`src/rtl/barret_3529_sched.sv`:
```
// Round-robin scheduler sharing one mod-3529 Barrett reduction core among NREQ requesters.
// Optional completed-response counter enabled by defining BARRET_SCHED_CNT_EN.

module barret_for_3529 (
  input  logic [22:0] din_a,
  output logic [11:0] dout_r
);
  localparam logic [12:0] MU  = 13'd4754;   // floor(2^24 / 3529)
  localparam logic [11:0] MOD = 12'd3529;

  logic [35:0] prod_s;
  logic [11:0] qest_s;
  logic [23:0] qm_s;
  logic [23:0] diff_s;
  logic [13:0] rem_s;

  // Quotient estimate undershoots by at most one, so a single correction step suffices
  always_comb begin
    prod_s = {13'd0, din_a} * {23'd0, MU};
    qest_s = prod_s[35:24];
    qm_s   = {12'd0, qest_s} * {12'd0, MOD};
    diff_s = {1'b0, din_a} - qm_s;
    rem_s  = diff_s[13:0];
    if (rem_s >= {2'd0, MOD}) begin
      dout_r = 12'(rem_s - {2'd0, MOD});
    end else begin
      dout_r = rem_s[11:0];
    end
  end
endmodule

module barret_3529_sched #(
  parameter int NREQ   = 4,
  parameter int DIN_W  = 23,
  parameter int DOUT_W = 12,
  parameter int ID_W   = $clog2(NREQ)
) (
  input  logic                   clk,
  input  logic                   rst,
  input  logic [NREQ-1:0]        req_valid,
  output logic [NREQ-1:0]        req_ready,
  input  logic [NREQ*DIN_W-1:0]  req_data,
  output logic                   rsp_valid,
  input  logic                   rsp_ready,
  output logic [ID_W-1:0]        rsp_id,
  output logic [DOUT_W-1:0]      rsp_data
`ifdef BARRET_SCHED_CNT_EN
  ,
  output logic [15:0]            rsp_cnt
`endif
);
  localparam logic [ID_W:0]   NREQ_W  = (ID_W+1)'(NREQ);
  localparam logic [ID_W-1:0] PTR_RST = ID_W'(NREQ - 1);

  logic              s1_valid_r;
  logic [ID_W-1:0]   s1_id_r;
  logic [DIN_W-1:0]  s1_data_r;
  logic              s2_valid_r;
  logic [ID_W-1:0]   s2_id_r;
  logic [DOUT_W-1:0] s2_res_r;
  logic [ID_W-1:0]   ptr_r;

  logic              adv1_s;
  logic              adv2_s;
  logic              found_s;
  logic              fire_s;
  logic [ID_W-1:0]   grant_s;
  logic [ID_W:0]     sum_s;
  logic [ID_W-1:0]   idx_s;
  logic              hit_s;
  logic [DIN_W-1:0]  sel_data_s;
  logic [DOUT_W-1:0] core_res_s;

  barret_for_3529 u_core (
    .din_a  (s1_data_r),
    .dout_r (core_res_s)
  );

  // Pipeline advance conditions
  always_comb begin
    adv2_s = !s2_valid_r || rsp_ready;
    adv1_s = !s1_valid_r || adv2_s;
  end

  // Round-robin search starting just after the last granted index
  always_comb begin
    found_s = 1'b0;
    grant_s = '0;
    sum_s   = '0;
    idx_s   = '0;
    hit_s   = 1'b0;
    for (int k = 1; k <= NREQ; k++) begin
      sum_s   = {1'b0, ptr_r} + (ID_W+1)'(k);
      sum_s   = (sum_s >= NREQ_W) ? (sum_s - NREQ_W) : sum_s;
      idx_s   = sum_s[ID_W-1:0];
      hit_s   = !found_s && req_valid[idx_s];
      grant_s = hit_s ? idx_s : grant_s;
      found_s = found_s || hit_s;
    end
  end

  // Ready is one-hot on the grant and forced low while reset is held
  always_comb begin
    req_ready  = '0;
    fire_s     = found_s && adv1_s && !rst;
    sel_data_s = req_data[int'(grant_s)*DIN_W +: DIN_W];
    if (fire_s) begin
      req_ready[grant_s] = 1'b1;
    end else begin
      req_ready = '0;
    end
  end

  // S1/S2 pipeline registers and round-robin pointer
  always_ff @(posedge clk or posedge rst) begin
    if (rst) begin
      s1_valid_r <= 1'b0;
      s1_id_r    <= '0;
      s1_data_r  <= '0;
      s2_valid_r <= 1'b0;
      s2_id_r    <= '0;
      s2_res_r   <= '0;
      ptr_r      <= PTR_RST;
    end else begin
      if (adv1_s) begin
        if (fire_s) begin
          s1_valid_r <= 1'b1;
          s1_id_r    <= grant_s;
          s1_data_r  <= sel_data_s;
          ptr_r      <= grant_s;
        end else begin
          s1_valid_r <= 1'b0;
        end
      end
      if (adv2_s) begin
        s2_valid_r <= s1_valid_r;
        s2_id_r    <= s1_id_r;
        s2_res_r   <= core_res_s;
      end
    end
  end

  assign rsp_valid = s2_valid_r;
  assign rsp_id    = s2_id_r;
  assign rsp_data  = s2_res_r;

`ifdef BARRET_SCHED_CNT_EN
  logic [15:0] rsp_cnt_r;

  // Saturating count of completed responses
  always_ff @(posedge clk or posedge rst) begin
    if (rst) begin
      rsp_cnt_r <= 16'd0;
    end else if (s2_valid_r && rsp_ready && (rsp_cnt_r != 16'hFFFF)) begin
      rsp_cnt_r <= rsp_cnt_r + 16'd1;
    end else begin
      rsp_cnt_r <= rsp_cnt_r;
    end
  end

  assign rsp_cnt = rsp_cnt_r;
`endif
endmodule
```
`config.mk`:
```
export PLATFORM = sky130hd
export DESIGN_NAME = barret_3529_sched
export DESIGN_NICKNAME = d
export VERILOG_FILES = /design/src/rtl/barret_3529_sched.sv
export SDC_FILE = /design/constraint.sdc
export NUM_CORES = 1
export LEC_CHECK = 0
export ABC_CLOCK_PERIOD_IN_PS = 11100
export CAP_MARGIN = 20
export CORE_ASPECT_RATIO = 1.75
export CORE_MARGIN = 3
export CORE_UTILIZATION = 48
export DETAILED_ROUTE_END_ITERATION = 12
export PLACE_DENSITY = 0.76
export SLEW_MARGIN = 15
export SYNTH_ARGS = -nofsm -noshare
export SYNTH_HDL_FRONTEND = slang
export SYNTH_HIERARCHICAL = 1
export SYNTH_SLANG_ARGS = --single-unit
export TNS_END_PERCENT = 100
```
`constraint.sdc`:
```
create_clock -name clk -period 11.1 [get_ports clk]
set_clock_uncertainty 0.05 [all_clocks]
set_input_delay 1.665 -clock clk [delete_from_list [all_inputs] [get_ports clk]]
set_output_delay 1.665 -clock clk [all_outputs]
set_load 0.03 [all_outputs]
```
==> results_dict.tcl <==
set metrics [dict create \
    outcome "finished clean" \
    hp-class "flop to flop" \
    min_path_cells 2 \
    yosys_warnings 6 \
    drive_gt1_share_pct 5.55 \
    dr.pass1.iters 4 \
    cts_setup_buffers 0 \
    worst_pin_slew_ps 989 \
    worstPathRequired_ps 11290 \
    via_per_inst 5.35 \
    yosysSeqAreaShare_pct 12.4 \
    min_to "rsp_data[0]$_DFFE_PP0P_" \
    seq_area_um2 1080 \
    ys.flop_type "dfrtp_1" \
    min_period_ps 9770 \
    vias 7025 \
    area_delta_synth_final_pct 17.7 \
    multi_input_area_um2 6770 \
    cp-end-kind "flop" \
    crit_type "flop to flop" \
    synthDominantCellAreaShare_pct 26.9 \
    syn_nets 1335 \
    syn_inst 973 \
    initial_utilization_pct 49.3 \
    cts_resized 0 \
    min_from "rsp_data[0]$_DFFE_PP0P_" \
    portBuffers 117 \
    max_stage_delay_ps 560 \
    crit_fanout 13 \
    clkLatencyLatePin_ps 290 \
    gp_congestion 0.874 \
    cts-root-buf "clkbuf_16" \
    fin_crit_sh_pct 88.0 \
    rrSetupSlack_ps 1330 \
    hold_buffers 0 \
    wl_um 20800 \
    die_area_um2 19800 \
    num_rows 64 \
    finalSetupViolations 0 \
    startpoint_type "flop" \
    grt_pass1_wl_um 35500 \
    synth_area_per_cell_um2 8.93 \
    antenna_found_initial 0 \
    fillerInstances 1567 \
    regToRegStartpoint "s1_data_r[10]$_DFFE_PP0P_" \
    dieWidth_um 108 \
    cts_tree "yes" \
    clock_path_buffers 2 \
    dr.first_iter.drc_count 220 \
    most-common-layout-cells "inv_1, ha_1, clkdlybuf4s50_1" \
    diodes 0 \
    async_flop_share_pct 100 \
    netlist.top_cell.by_area "ha_1" \
    synth_edf_count 0 \
    pin_count 118 \
    reg2regPathDepth 31 \
    dp_hpwl_um 17800 \
    syn_area_um2 8690 \
    grt_use_total_pct 22.4 \
    wl_per_cell_um 15.9 \
    cp_slowest_cell "dfrtp_1" \
    drv_slew 0 \
    r2r-end "rsp_data[2]$_DFFE_PP0P_" \
    crit_top_cell "fa_1" \
    synth_area_leaders "ha_1, fa_1, dfrtp_1, inv_1, nand2_1" \
    fin_nets 1442 \
    drtAntennaViolNets 0 \
    fp.coreArea_um2 17600 \
    synth_seq_cells 43 \
    grt_pass1_vias 7683 \
    ys_types 70 \
    layout_commonest_cell "inv_1" \
    timing.final.hold_violations 0 \
    cts_made_buffers 5 \
    clock-sinks 43 \
    critPathArrivalTime_ps 9960 \
    rsz0062_at_grt "no" \
    fmax_ghz 0.102 \
    final.setup.tns_ps 0 \
    grt_max_degree 47 \
    grt_overflow_total 0 \
    dieHeight_um 184 \
    cap_violations 0 \
    htreeDepth 2 \
    path_clk_slew_ps 70 \
    drc_errors 0 \
    slew_headroom_pct 34.1 \
]
[Yosys cell counts, types with 2 or more instances]
library cell,number
o21ai_0,24
buf_6,3
inv_1,192
nand2b_1,7
o2111ai_1,2
a31oi_1,28
a21o_1,8
a22oi_1,23
clkbuf_1,13
mux2_1,8
nand3_1,6
xnor3_1,2
a21oi_1,30
o21bai_1,2
a221o_1,2
o211ai_1,2
nand2_1,112
nor3b_1,2
nand4_1,5
mux2_2,17
dfrtp_1,41
dfstp_2,2
and2_1,4
a21boi_0,2
xor2_1,17
nor2b_1,6
buf_2,6
a211oi_1,3
nor2_1,51
xnor2_1,31
o21a_1,6
a21oi_2,7
nor3_1,10
fa_1,76
and3_1,2
ha_1,187
[layout make-up]
class,instances,area share (%)
clock buffers,5,1.22
clock inverters,3,0.147
inverters,192,7.05
multi-input cells,714,66.2
flip-flops and latches,43,10.5
well taps,231,2.83
repair buffers,124,12.0
[cells by family after synthesis]
family	after synthesis	share of synthesized area (%)
buffers and inverters	216	9.77
adder cells (fa/ha/maj)	263	44.5
AND/OR/NAND/NOR	212	10.6
AO/OA/AOI/OAI	160	13.1
flip-flops	43	12.4
XOR/XNOR	54	6.41
multiplexers	25	3.24
[worst max-delay path by stage]
stage	from	end	slack (ps)	cells after the start
floorplan	s1_data_r[9]$_DFFE_PP0P_	rsp_data[7]$_DFFE_PP0P_	2100	32
global route	s1_data_r[9]$_DFFE_PP0P_	rsp_data[5]$_DFFE_PP0P_	840	31
detailed placement	s1_data_r[9]$_DFFE_PP0P_	rsp_data[2]$_DFFE_PP0P_	1370	31
finish	s1_data_r[10]$_DFFE_PP0P_	rsp_data[2]$_DFFE_PP0P_	1330	31
CTS	s1_data_r[10]$_DFFE_PP0P_	rsp_data[2]$_DFFE_PP0P_	1380	31
global placement	s1_data_r[9]$_DFFE_PP0P_	rsp_data[2]$_DFFE_PP0P_	1600	31
[through the flow]
| stage | worst slack, ps | instances | util (%) | hold slack, ps | area, um2 |
|---|---|---|---|---|---|
| finish | 1330 | 1312 | 58.0 | 421 | 10200 |
| global route | 837 | 1312 | 58.0 | 439 | 10200 |
| CTS | 1380 | 1312 | 58.0 | 425 | 10200 |
| detailed placement | 1370 | 1304 | 57.3 | 409 | 10100 |
| global placement | 1600 | 1304 | 57.3 | 401 | 10100 |
| floorplan | 2100 | 973 | - | 392 | 8690 |
[sequential cells by signal (all words and copies together) (netlist names)]
name and count:
rsp_valid 1, rsp_id 2, rsp_data 12, ptr_r 2
s1_id_r 2, s1_data_r 23, s1_valid_r 1
[per-layer routing]
metal | track usage (%) | routed length, um
met2 | 43.6 | 11700
met4 | 10.6 | 896
met1 | 23.6 | 7720
met3 | 1.69 | 553
met5 | 0 | 0
[worst max-delay path: cells and delay by family (launching register included)]
| family | cells | cell delay, ps |
|---|---|---|
| simple gates | 4 | 490 |
| fa+ha+maj | 11 | 5000 |
| xor+xnor | 8 | 2220 |
| compound gates | 5 | 1210 |
| buf+inv | 3 | 180 |
| flops | 1 | 560 |
Power is left out: the tool's default activity adds up to more than one toggle a clock period on the data nets, which glitch-free logic cannot reach.
